File: src/rtl/lii_in_unpack_fifo_if.sv
// Beat-level handshake bundle between the LII phy input channel, the unpack FIFO and the kernel stream.
// slave = the FIFO side; master = whoever drives the phy beats and consumes the kernel stream.
interface lii_in_unpack_fifo_if #(
    parameter int PW = 1024,
    parameter int DW = 8
);
    logic [PW-1:0] lii_in_p0_tdata;
    logic          lii_in_p0_tvalid;
    logic          lii_in_p0_tready;
    logic [7:0]    lii_in_p0_src;
    logic [7:0]    lii_in_p0_dst;
    logic [DW-1:0] out_stream_tdata;
    logic          out_stream_tvalid;
    logic          out_stream_tready;

    modport slave (
        input  lii_in_p0_tdata, lii_in_p0_tvalid, lii_in_p0_src, lii_in_p0_dst, out_stream_tready,
        output lii_in_p0_tready, out_stream_tdata, out_stream_tvalid
    );

    modport master (
        output lii_in_p0_tdata, lii_in_p0_tvalid, lii_in_p0_src, lii_in_p0_dst, out_stream_tready,
        input  lii_in_p0_tready, out_stream_tdata, out_stream_tvalid
    );
endinterface

File: src/rtl/lii_in_unpack_fifo.sv
// Filters LII input beats by destination ID and unpacks tdata[DW-1:0] into a FWFT FIFO for the kernel.
// Latency: a beat accepted at edge N is at the FIFO head after edge N; no comb input-to-output path.
// Backpressure: tready drops only when the FIFO is full (registered state); misrouted beats are consumed and counted.
module lii_in_unpack_fifo #(
    parameter int         PW        = 1024,
    parameter int         DW        = 8,
    parameter int         DEPTH     = 4,
    parameter logic [7:0] LOCAL_ID  = 8'h01,
    parameter bit         CHECK_DST = 1'b1
) (
    input  logic                       aclk,
    input  logic                       arst,
    lii_in_unpack_fifo_if.slave        bus,
    output logic                       ce,
    output logic [$clog2(DEPTH):0]     fill_level,
    output logic [15:0]                drop_count
);
    localparam int AW = $clog2(DEPTH);
    localparam int CW = AW + 1;

    logic [AW-1:0] wr_ptr;
    logic [AW-1:0] rd_ptr;
    logic [CW-1:0] count;
    logic [DW-1:0] mem [DEPTH];

    logic full;
    logic in_rdy;
    logic out_vld;
    logic acc;
    logic match;
    logic push;
    logic drop;
    logic pop;

    assign full    = (count == CW'(DEPTH));
    assign in_rdy  = !arst && !full;
    assign out_vld = !arst && (count != '0);

    assign acc   = bus.lii_in_p0_tvalid && in_rdy;
    assign match = !CHECK_DST || (bus.lii_in_p0_dst == LOCAL_ID);
    assign push  = acc && match;
    assign drop  = acc && !match;
    assign pop   = out_vld && bus.out_stream_tready;

    assign bus.lii_in_p0_tready  = in_rdy;
    assign bus.out_stream_tvalid = out_vld;
    assign bus.out_stream_tdata  = mem[rd_ptr];
    assign ce                    = out_vld;
    assign fill_level            = count;

    always_ff @(posedge aclk) begin
        if (arst) begin
            wr_ptr     <= '0;
            rd_ptr     <= '0;
            count      <= '0;
            drop_count <= '0;
        end else begin
            if (push) wr_ptr <= wr_ptr + AW'(1);
            if (pop)  rd_ptr <= rd_ptr + AW'(1);
            count <= count + CW'(push) - CW'(pop);
            // Saturate so a long misrouting storm never wraps back to a small value.
            if (drop && (drop_count != 16'hFFFF)) drop_count <= drop_count + 16'd1;
        end
    end

    // Storage needs no reset: entries are only observable once count covers them.
    always_ff @(posedge aclk) begin
        if (push) mem[wr_ptr] <= bus.lii_in_p0_tdata[DW-1:0];
    end

    // Source ID and the packed bits above DW carry nothing this stage consumes.
    generate
        if (DW < PW) begin : g_pad
            logic unused_pad;
            assign unused_pad = ^{bus.lii_in_p0_src, bus.lii_in_p0_tdata[PW-1:DW]};
        end else begin : g_nopad
            logic unused_pad;
            assign unused_pad = ^bus.lii_in_p0_src;
        end
    endgenerate
endmodule

File: src/flat_wrapper.sv
// flat-port wrapper written by rule: the top's interface ports become plain ports
module lii_in_unpack_fifo_flat 
#(
    parameter int         PW        = 1024,
    parameter int         DW        = 8,
    parameter int         DEPTH     = 4,
    parameter logic [7:0] LOCAL_ID  = 8'h01,
    parameter bit         CHECK_DST = 1'b1
)
  (aclk, arst, ce, fill_level, drop_count, bus_lii_in_p0_tdata, bus_lii_in_p0_tvalid, bus_lii_in_p0_src, bus_lii_in_p0_dst, bus_out_stream_tready, bus_lii_in_p0_tready, bus_out_stream_tdata, bus_out_stream_tvalid);
  lii_in_unpack_fifo_if #(.PW(PW), .DW(DW)) bus_i ();
  input  logic aclk;
  input  logic arst;
  output logic ce;
  output logic [$clog2(DEPTH):0] fill_level;
  output logic [15:0] drop_count;
  input wire logic [$bits(bus_i.lii_in_p0_tdata)-1:0] bus_lii_in_p0_tdata;
  input wire logic [$bits(bus_i.lii_in_p0_tvalid)-1:0] bus_lii_in_p0_tvalid;
  input wire logic [$bits(bus_i.lii_in_p0_src)-1:0] bus_lii_in_p0_src;
  input wire logic [$bits(bus_i.lii_in_p0_dst)-1:0] bus_lii_in_p0_dst;
  input wire logic [$bits(bus_i.out_stream_tready)-1:0] bus_out_stream_tready;
  output wire logic [$bits(bus_i.lii_in_p0_tready)-1:0] bus_lii_in_p0_tready;
  output wire logic [$bits(bus_i.out_stream_tdata)-1:0] bus_out_stream_tdata;
  output wire logic [$bits(bus_i.out_stream_tvalid)-1:0] bus_out_stream_tvalid;
  assign bus_i.lii_in_p0_tdata = bus_lii_in_p0_tdata;
  assign bus_i.lii_in_p0_tvalid = bus_lii_in_p0_tvalid;
  assign bus_i.lii_in_p0_src = bus_lii_in_p0_src;
  assign bus_i.lii_in_p0_dst = bus_lii_in_p0_dst;
  assign bus_i.out_stream_tready = bus_out_stream_tready;
  assign bus_lii_in_p0_tready = bus_i.lii_in_p0_tready;
  assign bus_out_stream_tdata = bus_i.out_stream_tdata;
  assign bus_out_stream_tvalid = bus_i.out_stream_tvalid;
  lii_in_unpack_fifo #(.PW(PW), .DW(DW), .DEPTH(DEPTH), .LOCAL_ID(LOCAL_ID), .CHECK_DST(CHECK_DST)) u_core (.aclk(aclk), .arst(arst), .bus(bus_i), .ce(ce), .fill_level(fill_level), .drop_count(drop_count));
endmodule
File: config.mk
export PLATFORM = sky130hd
export DESIGN_NAME = lii_in_unpack_fifo_flat
export DESIGN_NICKNAME = d
export VERILOG_FILES = /design/src/rtl/lii_in_unpack_fifo_if.sv /design/src/rtl/lii_in_unpack_fifo.sv /design/src/flat_wrapper.sv
export SDC_FILE = /design/constraint.sdc
export NUM_CORES = 1
export LEC_CHECK = 0
export ABC_AREA = 0
export CAP_MARGIN = 20
export CORE_AREA = 2 2 415 417
export CTS_CLUSTER_DIAMETER = 60
export DETAILED_ROUTE_END_ITERATION = 12
export DIE_AREA = 0 0 417 419
export GPL_ROUTABILITY_DRIVEN = 0
export PLACE_DENSITY_LB_ADDON = 0.3
export SLEW_MARGIN = 20
export SYNTH_ARGS = -nofsm -noshare
export SYNTH_HDL_FRONTEND = slang
export SYNTH_SLANG_ARGS = --single-unit
File: constraint.sdc
create_clock -name aclk -period 2.9 [get_ports aclk]
set_clock_uncertainty 0.1 [all_clocks]
set_input_delay 0.58 -clock aclk [delete_from_list [all_inputs] [get_ports aclk]]
set_output_delay 0.58 -clock aclk [all_outputs]
set_load 0.02 [all_outputs]
==> reports/metrics.csv <==
stage,metric,value,unit
drt,vias,1752,
drt,antenna_left,0,
sta,fin_crit_sh,93.7,%
synth,ys.flop_type,edfxtp_1,
sta,worst_pin_slew,0.441,ns
layout,drive_gt1_share,18.3,%
synth,synth_cell_types,47,
synth,syn_nets,1238,
flow_run,maxCapViolCount,0,
clock_network,cts_made_buffers,9,
sta,setup_viol_count_final,0,
synth,synthCells,186,
critical_path,crit_required,2.22,ns
critical_path,cp.arrival,2.04,ns
layout,antennaDiodeCount,0,
clock_network,cts_tree,yes,
sta,fmax,368,MHz
sta,slew_violations,0,
sta,hold_viol,0,
pwr,p_switching,541,uW
layout,multi_input_area,941,um^2
synth,synth.avg_cell_area,13.4,um^2
synth,syn-cell-area,2500,um^2
worst_hold_path,holdCritPathClass,reg2reg,
synth,synth_edf_count,32,
layout,fin_area,6110,um^2
sta,rsz0062_at_grt,no,
sta,layout_setup_ws,0.184,ns
floorplan,dieHeight,419,um
layout,fillerInstances,20083,
placed_design,place.port_buffers,49,
clock_network,post_cts_resized,1,
floorplan,die_w,417,um
floorplan,start_util,1.46,%
pwr,peakVddDrop,260,uV
status,outcome,completed,
grt,track_usage,0.878,%
clock_network,clockBufferDepth,2,
drt,wl_per_cell,3.10,um
clock_network,cts.sinks,57,
placed_design,pre_cts_slack,-0.0133,ns
layout,layout_common_cells,"clkdlybuf4s50_1 (49), edfxtp_1 (32), dfxtp_1 (24), nand2_1 (12), clkbuf_16 (9)",
pwr,p_seq_share,42.1,%
drt,viasPerCell,0.705,
floorplan,core_area,171000,um^2
synth,ys_seq_elements,57,
synth,yosys_warnings,0,
pwr,clockPowerShare,43.3,%
clock_network,cts-root-buf,clkbuf_16,
pwr,p_comb_share,14.6,%
critical_path,cp_max_fo,5,
clock_network,h-tree-depth,3,
sta,final.min_clock_period,2.72,ns
placed_design,dpl_cell_area,5850,um^2
critical_path,crit_type,reg2out,
placed_design,hpwl,6040,um
synth,synthArstFlopShare,0,%
pwr,swShare,25.3,%
critical_path,rr_startpoint,u_core.fill_level[1]$_SDFF_PP0_,
sta,relSlewSlack,70.5,%
grt,antenna_found_initial,4,
drt,drt_iter0_drc,72,
drt,drc,0,
layout,seq_area,1460,um^2
clock_network,clk_pin_slew,0.05,ns
drt,wl,7690,um
worst_hold_path,hold_path_startpoint,u_core.drop_count[14]$_SDFFE_PP0P_,
layout,final_common_cell,clkdlybuf4s50_1,
floorplan,io_pins,1074,
clock_network,cts_setup_buffers,0,
synth,ys_seq_area_share,58.5,%
layout,areaGrowthSynthToFinish,145,%
critical_path,start_kind,flop,
pwr,power.density,350,nW/um^2
floorplan,rows,152,
floorplan,fp.dieArea,175000,um^2
drt,drt_pre_antenna_iters,4,
grt,grt_max_degree,26,
critical_path,cp-end-kind,primary output,
grt,grt_overflow,0,
pwr,leakagePower,0.00117,uW
pwr,intPower,1600,uW
clock_network,cts_hold_buffers,0,
grt,grt_pass1_wl,11300,um
grt,grt_pass1_vias,1829,
layout,final_net_count,1299,
clock_network,clock_latency,0.32,ns
## final cells by class
cell class                 count  share of cell area, %
tap                         2233                   45.7
sequential                    57                   23.9
multi-input combinational    111                   15.4
timing repair buffer          60                   10.2
clock buffer                   9                   3.68
clock inverter                 6                  0.594
inverter                       8                  0.491
## final timing paths
kind	end	slack [ns]	cells past startpoint
max	bus_out_stream_tdata[1]	0.18	3
min	u_core.drop_count[14]$_SDFFE_PP0P_	0.39	2
max reg2reg	u_core.fill_level[2]$_SDFF_PP0_	0.66	9
min reg2reg	u_core.drop_count[14]$_SDFFE_PP0P_	0.39	2
## kinds of logic (layout without fill, tap and decap cells)
logic type / count (synthesis) / in the layout / share of synthesized area, %
flops: 57 / 57 / 58.5
fa+ha+maj: 8 / 8 / 4.31
xor+xnor: 5 / 5 / 1.75
simple gates: 60 / 60 / 15.5
compound gates: 28 / 28 / 7.91
mux: 10 / 10 / 8.21
buf+inv: 18 / 83 / 3.86
## power by group through the flow
stage	clock, uW	combinational [uW]	sequential, uW
2_1_floorplan	0	168	921
3_3_place_gp	0	314	918
3_5_place_dp	0	316	916
4_1_cts	964	319	901
5_1_grt	1000	340	905
6_report	926	312	900
## per-stage QoR
stage,std cells,TNS (ns),hold slack (ns),total power [uW],util [%]
2_1_floorplan,186,0,0.385,1090,-
3_3_place_gp,2469,0,0.381,1230,3.43
3_5_place_dp,2469,-0.0133,0.383,1230,3.43
4_1_cts,2484,0,0.388,2180,3.58
5_1_grt,2484,0,0.419,2250,3.58
6_report,2484,0,0.387,2140,3.58
## worst max-delay path, cell delays in order (launching register included)
cell             delay, ns
dfxtp_2               0.42
buf_4                 0.19
mux4_2                0.50
clkdlybuf4s50_1       0.60
## registers in the layout, summed over array words and instances, names as in the netlist, named ones only
register           flops
u_core.drop_count     16
u_core.fill_level      3
u_core.mem            32
u_core.rd_ptr          2
u_core.wr_ptr          2
## metal layers
layer  vias up  share of wire (%)  track usage [%]
met5         -               0.17                0
met4         2                2.3            0.368
met3        20                3.3            0.225
met2        29                 60             1.81
met1       864                 34            0.793
li1        837                  -                -
## synth_stat cells, drive strengths merged, types with 4 or more instances
cell type	number	area share, %
dfxtp	25	20
o31ai	6	1.8
ha	7	3.5
and3	6	1.8
o311ai	5	1.8
edfxtp	32	38
buf	7	2.2
a21oi	8	1.6
o41ai	4	1.4
nand2	12	1.8
inv	8	1.2
or4	7	2.1
xnor2	4	1.4
nor2	9	1.5
and2	5	1.4
mux4	8	7.2
nand3	4	0.80
No activity file was read; power rests on OpenSTA's default activity.
